===== config.mk =====
export PLATFORM = sky130hd
export DESIGN_NAME = fifo_rd_stream
export DESIGN_NICKNAME = d
export VERILOG_FILES = /design/src/rtl/fifo_rd_stream.sv
export SDC_FILE = /design/constraint.sdc
export NUM_CORES = 1
export LEC_CHECK = 0
export BUFFER_PORTS_ARGS = -buffer_cell sky130_fd_sc_hd__clkbuf_2
export CAP_MARGIN = 20
export CORE_MARGIN = 8
export CORE_UTILIZATION = 57
export CTS_BUF_LIST = sky130_fd_sc_hd__clkbuf_4
export CTS_CLUSTER_DIAMETER = 40
export CTS_CLUSTER_SIZE = 25
export DETAILED_ROUTE_END_ITERATION = 16
export PLACE_DENSITY_LB_ADDON = 0.12
export SYNTH_ARGS = -nofsm -noshare
export SYNTH_HDL_FRONTEND = slang
export SYNTH_SLANG_ARGS = --single-unit

===== constraint.sdc =====
create_clock -name rd_clk -period 3.21 [get_ports rd_clk]
set_input_delay 0.642 -clock rd_clk [delete_from_list [all_inputs] [get_ports rd_clk]]
set_output_delay 0.642 -clock rd_clk [all_outputs]
set_load 0.1 [all_outputs]

===== src/rtl/fifo_rd_stream.sv =====
// Read-side FIFO consumer: pops the FIFO on credit and presents words as a valid/ready stream.
// Optional delivered-word counter on rd_word_cnt, enabled by defining FIFO_RD_CNT_EN.
module fifo_rd_stream #(
    parameter int DATA_W = 8,
    parameter int RD_LAT = 1
) (
    input  logic              rd_clk,
    input  logic              rd_rst,
    input  logic              fifo_empty,
    output logic              fifo_rd_en,
    input  logic [DATA_W-1:0] fifo_rd_data,
    output logic              m_valid,
    input  logic              m_ready,
    output logic [DATA_W-1:0] m_data
`ifdef FIFO_RD_CNT_EN
    ,
    output logic [15:0]       rd_word_cnt
`endif
);

    localparam int BUF_D = RD_LAT + 2;
    localparam int PTR_W = $clog2(BUF_D);
    localparam int OCC_W = $clog2(BUF_D + 1);

    logic [OCC_W-1:0]  occ;
    logic              infl;
    logic [PTR_W-1:0]  head;
    logic [PTR_W-1:0]  tail;
    logic [DATA_W-1:0] mem [BUF_D];
    logic [OCC_W:0]    credit;
    logic              capture;
    logic              xfer;

    function automatic logic [PTR_W-1:0] next_ptr(input logic [PTR_W-1:0] p);
        return (p == PTR_W'(BUF_D - 1)) ? '0 : p + PTR_W'(1);
    endfunction

    // Credit counts both buffered and in-flight words, so a popped word always has a slot.
    assign credit     = {1'b0, occ} + {{OCC_W{1'b0}}, infl};
    assign fifo_rd_en = !rd_rst && !fifo_empty && (credit < (OCC_W + 1)'(BUF_D));
    assign capture    = (RD_LAT == 0) ? fifo_rd_en : infl;
    assign xfer       = m_valid && m_ready;

    assign m_valid = (occ != '0);
    assign m_data  = m_valid ? mem[head] : '0;

    // NOTE: sequential state uses non-blocking assignments so every register samples pre-edge values.
    always_ff @(posedge rd_clk or posedge rd_rst) begin
        if (rd_rst) begin
            occ  <= '0;
            infl <= 1'b0;
            head <= '0;
            tail <= '0;
        end else begin
            infl <= (RD_LAT == 1) ? fifo_rd_en : 1'b0;
            occ  <= occ + OCC_W'(capture) - OCC_W'(xfer);
            if (capture) tail <= next_ptr(tail);
            if (xfer)    head <= next_ptr(head);
        end
    end

    // NOTE: the storage array has no reset; occ gates m_valid/m_data so stale entries are never visible.
    always_ff @(posedge rd_clk) begin
        if (capture) mem[tail] <= fifo_rd_data;
    end

`ifdef FIFO_RD_CNT_EN
    always_ff @(posedge rd_clk or posedge rd_rst) begin
        if (rd_rst)    rd_word_cnt <= '0;
        else if (xfer) rd_word_cnt <= rd_word_cnt + 16'd1;
    end
`endif

endmodule


After elaboration in Yosys (flattened, before gate mapping)
Memories as Yosys holds them, arrays and structs flattened.
Index checks and enable logic that the tools add are counted.
{"block": "word_totals", "ff_bits": 7, "latch_bits": 0, "ram_bits": 24, "rom_bits": 0, "inputBits": 12, "output_inout_bits": 10, "word_cells": 24, "memories": 1}
{"block": "classes", "n_addsub": 5, "n_mul": 0, "div_mod_pow": 0, "order_cmp": 1, "n_eq_ne": 2, "shifts": 0, "n_mux": 5, "n_bitwise": 0, "reduce_logical": 6}
{"memory": "mem", "depth": 3, "width": 8, "read_ports": 1, "rd_ports_with_merged_regs": 0, "wr": 1, "line": "29", "rtl": "logic [DATA_W-1:0] mem [BUF_D];"}
{"operator": "8-bit 2-to-1 mux", "n": 1}
{"operator": "2-bit by 1-bit adder with 2-bit output (second input constant)", "n": 2}
{"operator": "2-bit equality test (second input constant)", "n": 2}
{"operator": "2-bit 2-to-1 mux", "n": 2}
{"operator": "2-bit by 1-bit adder with 3-bit output", "n": 1}
{"operator": "1-bit logical AND", "n": 3}
{"operator": "3-bit by 2-bit less-than comparator with 1-bit output (second input constant)", "n": 1}
{"operator": "2-bit by 1-bit adder with 2-bit output", "n": 1}
{"operator": "1-bit logical NOT", "n": 2}
{"operator": "1-bit 2-to-1 mux", "n": 2}
{"operator": "2-bit nonzero test", "n": 1}
{"operator": "2-bit by 1-bit subtractor with 2-bit output", "n": 1}

Depth between registers and ports, before layout
Gate-level depths: netlist of run 1.
{"block": "logic_depth", "ltp_word": 3, "ltp_mapped": 7, "ltp_nobuf": 7}

Worst setup path before layout of run 1
No wires, ideal clock.
{"block": "synth_path", "kind": "register to output", "from": "reg occ[0]", "to": "out fifo_rd_en", "arrival_ps": 5678, "required_ps": 2568, "setup_slack_ps": -3110, "path_stages_with_launch": 4, "path_buffers": 0, "cell_sequence": "dfrtp_1 ha_1 ha_1 a2111oi_0"}
{"block": "synth_between", "elab_chain_cells": 3}
{"item": "start, declared", "line": "25", "rtl": "logic [OCC_W-1:0] occ;"}
{"item": "start signal, assigned", "line": "56", "rtl": "occ <= occ + OCC_W'(capture) - OCC_W'(xfer);"}
{"item": "2-bit by 1-bit adder with 3-bit output", "line": "39", "rtl": "assign credit = {1'b0, occ} + {{OCC_W{1'b0}}, infl};"}
{"item": "3-bit by 2-bit less-than comparator with 1-bit output", "line": "40", "rtl": "assign fifo_rd_en = !rd_rst && !fifo_empty && (credit < (OCC_W + 1)'(BUF_D));"}
{"item": "1-bit logical AND", "line": "40"}
{"item": "end, declared", "line": "10", "rtl": "output logic fifo_rd_en,"}
Every way passes these cells.

Worst setup path in the final report of run 1
Same ends and word-level chain as after synthesis.

==> results of run 1 <==
[Yosys cell counts]
master | count | area [µm²]
or2b_1 | 1 | 7.51
nor3b_1 | 2 | 15.0
mux2i_1 | 10 | 100
nand2_1 | 1 | 3.75
buf_6 | 1 | 11.3
a211oi_1 | 8 | 60.1
buf_2 | 1 | 5.00
xnor2_1 | 2 | 17.5
o21ai_2 | 1 | 8.76
edfxtp_1 | 24 | 721
dfrtp_1 | 7 | 175
nor2_1 | 2 | 7.51
ha_1 | 4 | 50.1
mux2_2 | 1 | 11.3
a2111oi_0 | 1 | 8.76
inv_1 | 6 | 22.5
a21o_1 | 1 | 7.51
nor2_2 | 1 | 6.26
nor2b_1 | 8 | 50.1
[flip-flops by register name (all words and copies together) (netlist names)]
name	cells
capture	1
head	2
mem	24
occ	2
tail	2
[worst register-to-register path, delay by kind of cell (launching register included)]
family / cells / cell delay, ns
AOI/OAI and AO/OA: 1 / 0.25
buffers and inverters: 2 / 0.11
adders and majority gates: 2 / 0.44
DFF: 1 / 0.45
xor gates and xnor gates: 2 / 0.29
[layout by cell type, fill, tap and decap left out]
master	n
inv_1	6
clkinv_1	1
a21o_1	1
nor2b_1	8
nor2_1	2
dfrtp_1	7
nor3b_1	2
clkbuf_2	21
nand2_1	1
a211oi_2	8
nor2_2	1
clkinv_2	1
mux2_2	1
mux2i_1	10
or2b_1	1
o21ai_2	1
clkbuf_4	6
xnor2_1	2
buf_4	2
edfxtp_1	24
a2111oi_4	1
ha_1	4
[layer usage]
| layer | vias to the layer above | track usage, % | wire, µm |
|---|---|---|---|
| met2 | 21 | 18.3 | 1070 |
| met1 | 358 | 12.2 | 937 |
| met5 | - | 0 | 0 |
| li1 | 361 | - | - |
| met3 | 4 | 5.30 | 126 |
| met4 | 0 | 6.13 | 31 |
[final timing paths]
kind                       slack (ns)  depth (start not counted)         end       start
min                              0.26                          2      occ[1]      rd_rst
max                              0.44                          4  fifo_rd_en      occ[0]
min reg2reg                      0.53                          1     tail[1]     tail[1]
max reg2reg                      1.59                          7      occ[1]      occ[1]
max in group asynchronous        2.72                          2     tail[1]      rd_rst
min in group rd_clk              0.50                          2     capture  fifo_empty
[final cells by class]
class | count | area (µm²)
multi-input cells | 43 | 413
well taps | 28 | 35.0
repair buffers | 23 | 120
clock inverters | 2 | 8.76
clock buffers | 6 | 45.0
fillers | 172 | 629
inverters | 6 | 22.5
flip-flops and latches | 31 | 896
[kinds of logic after synthesis]
kind of cell,synth area share [%]
AND/OR/NAND/NOR,6.99
AO/OA/AOI/OAI,6.60
XOR/XNOR,1.36
adder cells (fa/ha/maj),3.88
buffers and inverters,3.01
flip-flops,69.5
multiplexers,8.64
[stage by stage]
stage                     setup WS (ns)  instances  util [%]  hold slack (ns)
after floorplan                   0.421         82         -            0.445
final                             0.437        139      71.0            0.264
after detailed placement          0.742        131      68.5            0.525
after global routing              0.358        139      71.0            0.280
after CTS                         0.400        139      71.0            0.266
after global placement            0.792        131      68.5            0.505
==> run metrics, run 1 <==
run status=completed; clk sinks=31; nets=126; crit path launch type=flip-flop; DP HPWL=1.51 mm; Critical Path End Type=output port; GP Congestion=0.710; setup TNS=0 ns; Via Count=744; post-CTS setup buffers=0; Core ar.=2170 µm²; Worst Path Class, Setup=flip-flop to output port; Final period util=86.4%; Pins Over Slew Limit=0; cell count after synthesis=82; max-cap check violation count=0; syn_nets=98; Post-DP Area=1490 µm²; sequential fraction of the synthesis area=69.5%; Max FO, Critical Path=4; WP buf/inv=1; delay-heaviest family, CP=adder cells; Worst Skew=0.0198 ns; H-tree Lvls=2; Worst Max-Slew Pin Slew=0.771 ns; pin count of the biggest net entering global routing=12; unrepaired setup endpoints after global routing=false; Fmax=361 MHz; first-pass GRT wire length=3.48 mm; GRT Total Usage=11.4%; most frequent CP cell=ha_1; Clock Latency Late Sink=0.32 ns; total CTS buffers=5; WL/cell=15.6 µm; initial antenna violation count=0; PostCTS Resize Cnt=0; die area=4040 µm²; io pins=22; Final ANT Viol Nets=0; Cell variety after synth=19; Initial Util=59.4%; class of the worst hold path=input port to asynchronous set/reset pin; YS warnings=0; die width=63.6 µm; Synth Register Bits=31; critical path data arrival time=2.13 ns; # diodes=0; slew margin rel.=48.4%; crit path cell chain=ha_1, ha_1, a2111oi_4, clkbuf_2; Worst EP required=2.57 ns; DRT Wirelength=2.16 mm; post-route cell area=1540 µm²; Area growth syn-to-layout=19.5%; Die Ht=63.6 µm; clock tree buffer depth=2; Synth Cell Area=1290 µm²; via-per-instance ratio=5.35; vias in the first global route=797; drt first pass iters=4; CTS root buffer=clkbuf_4; hold_buf cts=0; CTS clk-pin slew, worst paths=0.09 ns; slowest CP cell=clkbuf_2; CTS tree=yes; port bufs=21; Final Critical Period=2.77 ns; Setup violations, final=0; global route overflow=0; Max stage delay on crit path=0.51 ns; mean area per synthesized cell=15.7 µm²; Detailed Route Iter0 Violations=19; DRC Markers=0; share of layout cells above drive strength 1=37.8%; Cell Rows=17; Hold Vio Cnt, Final=0
Power of run 1 is not shown: default switching activity piles up to over one toggle a cycle in this logic, so the estimate is an artifact.
==> run 2: changes to the inputs <==
--- a/config.mk
+++ b/config.mk
@@ -13,7 +13,8 @@
 export CTS_CLUSTER_DIAMETER = 40
 export CTS_CLUSTER_SIZE = 25
 export DETAILED_ROUTE_END_ITERATION = 16
-export PLACE_DENSITY_LB_ADDON = 0.12
+export GPL_ROUTABILITY_DRIVEN = 0
+export PLACE_DENSITY_LB_ADDON = 0.05
 export SYNTH_ARGS = -nofsm -noshare
 export SYNTH_HDL_FRONTEND = slang
 export SYNTH_SLANG_ARGS = --single-unit
==> run metrics, run 2 (synthesis results as in run 1) <==
register area=896 µm²; die width=63.6 µm; WHS=0.249 ns; H-tree Lvls=2; io pins=22; most frequent CP cell=ha_1; Critical Path End Type=output port; # fillers=165; DRC Markers=0; slowest CP cell=clkbuf_2; nets=126; Detailed Route Iter0 Violations=17; Core ar.=2170 µm²; share of layout cells above drive strength 1=37.8%; max FFs per register=24; port bufs=21; Max FO, Critical Path=4; via-per-instance ratio=5.25; vias in the first global route=778; Initial Util=59.4%; Cell Rows=17; commonest cells after routing, fill and taps aside=edfxtp_1 (24), clkbuf_2 (21), mux2i_1 (10), nor2b_1 (8), a211oi_2 (8); max-cap check violation count=0; hold_buf cts=0; Final ANT Viol Nets=0; pin count of the biggest net entering global routing=12; slew margin rel.=48.4%; PostCTS Resize Cnt=0; # diodes=0; Worst Max-Slew Pin Slew=0.772 ns; delay-heaviest family, CP=adder cells; Reg2Reg Depth=3; WP buf/inv=1; total CTS buffers=5; CTS clk-pin slew, worst paths=0.09 ns; Worst Path Class, Setup=flip-flop to output port; Area growth syn-to-layout=21.3%; Worst EP required=2.57 ns; CTS root buffer=clkbuf_4; CTS tree=yes; GRT Total Usage=11.7%; Hold Vio Cnt, Final=0; Pins Over Slew Limit=0; post-CTS setup buffers=0; first-pass GRT wire length=3.53 mm; global route overflow=0; run status=completed; pre-CTS setup slack=0.749 ns; die area=4040 µm²; Largest Register=mem; Max stage delay on crit path=0.51 ns; Die Ht=63.6 µm; setup slack after layout=0.408 ns; critical path data arrival time=2.16 ns; Clock Latency Late Sink=0.32 ns; initial antenna violation count=0; clk sinks=31; DP HPWL=1.63 mm; Setup violations, final=0; Final period util=87.3%; clock tree buffer depth=2; Final Critical Period=2.80 ns; class of the worst hold path=input port to asynchronous set/reset pin; WL/cell=15.8 µm; DRT Wirelength=2.20 mm; crit path cell chain=ha_1, ha_1, a2111oi_4, clkbuf_2; most common cell after layout, fill and taps aside=edfxtp_1; critical path depth in cells=4; Via Count=730; drt first pass iters=4; crit path launch type=flip-flop; area occupied by multi-input gates=413 µm²; Fmax=357 MHz; setup TNS=0 ns; Worst Skew=0.00477 ns; unrepaired setup endpoints after global routing=false
==> run 2: cell types whose count changed in the layout (fill, tap and decap cells not counted) <==
cell,previous run,this run
bufinv_16,0,1
clkbuf_4,6,5
==> run 2: layout make-up <==
type                       count  area share, %
sequential                    31           57.3
multi-input combinational     43           26.4
timing repair buffer          23           7.69
clock inverter                 3           2.48
clock buffer                   5           2.40
tap                           28           2.24
inverter                       6           1.44
==> run 2: worst register-to-register path: stages, from the launching register on <==
cell     delay, ns
dfrtp_1       0.40
inv_1         0.10
nor3b_1       0.64
buf_4         0.26
==> run 2: per-layer routing <==
| layer | up-vias | wire length, µm | global-route usage, % | share of wire, % |
|---|---|---|---|---|
| li1 | 363 | - | - | - |
| met1 | 340 | 891 | 11.8 | 41 |
| met4 | 0 | 23 | 3.34 | 1.0 |
| met2 | 24 | 1120 | 19.9 | 51 |
| met3 | 3 | 162 | 6.89 | 7.4 |
| met5 | - | 0 | 0 | 0 |
==> run 2: per-stage QoR <==
step,area (µm²),std cells,utilization (%)
after floorplan,1350,82,-
after global placement,1490,131,68.5
final,1560,139,72.0
after global routing,1560,139,72.0
after detailed placement,1490,131,68.5
after CTS,1560,139,72.0
==> run 2: path summary, 6_finish.rpt <==
| kind | from | to | slack (ns) |
|---|---|---|---|
| hold / removal | rd_rst | head[1] | 0.25 |
| hold reg to reg | capture | tail[1] | 0.53 |
| min in group rd_clk | fifo_empty | capture | 0.50 |
| max in group asynchronous | rd_rst | head[0] | 2.75 |
| setup / recovery | occ[0] | fifo_rd_en | 0.41 |
| setup reg to reg | capture | mem[2][7] | 1.53 |
Power of run 2 is left out for the same reason.
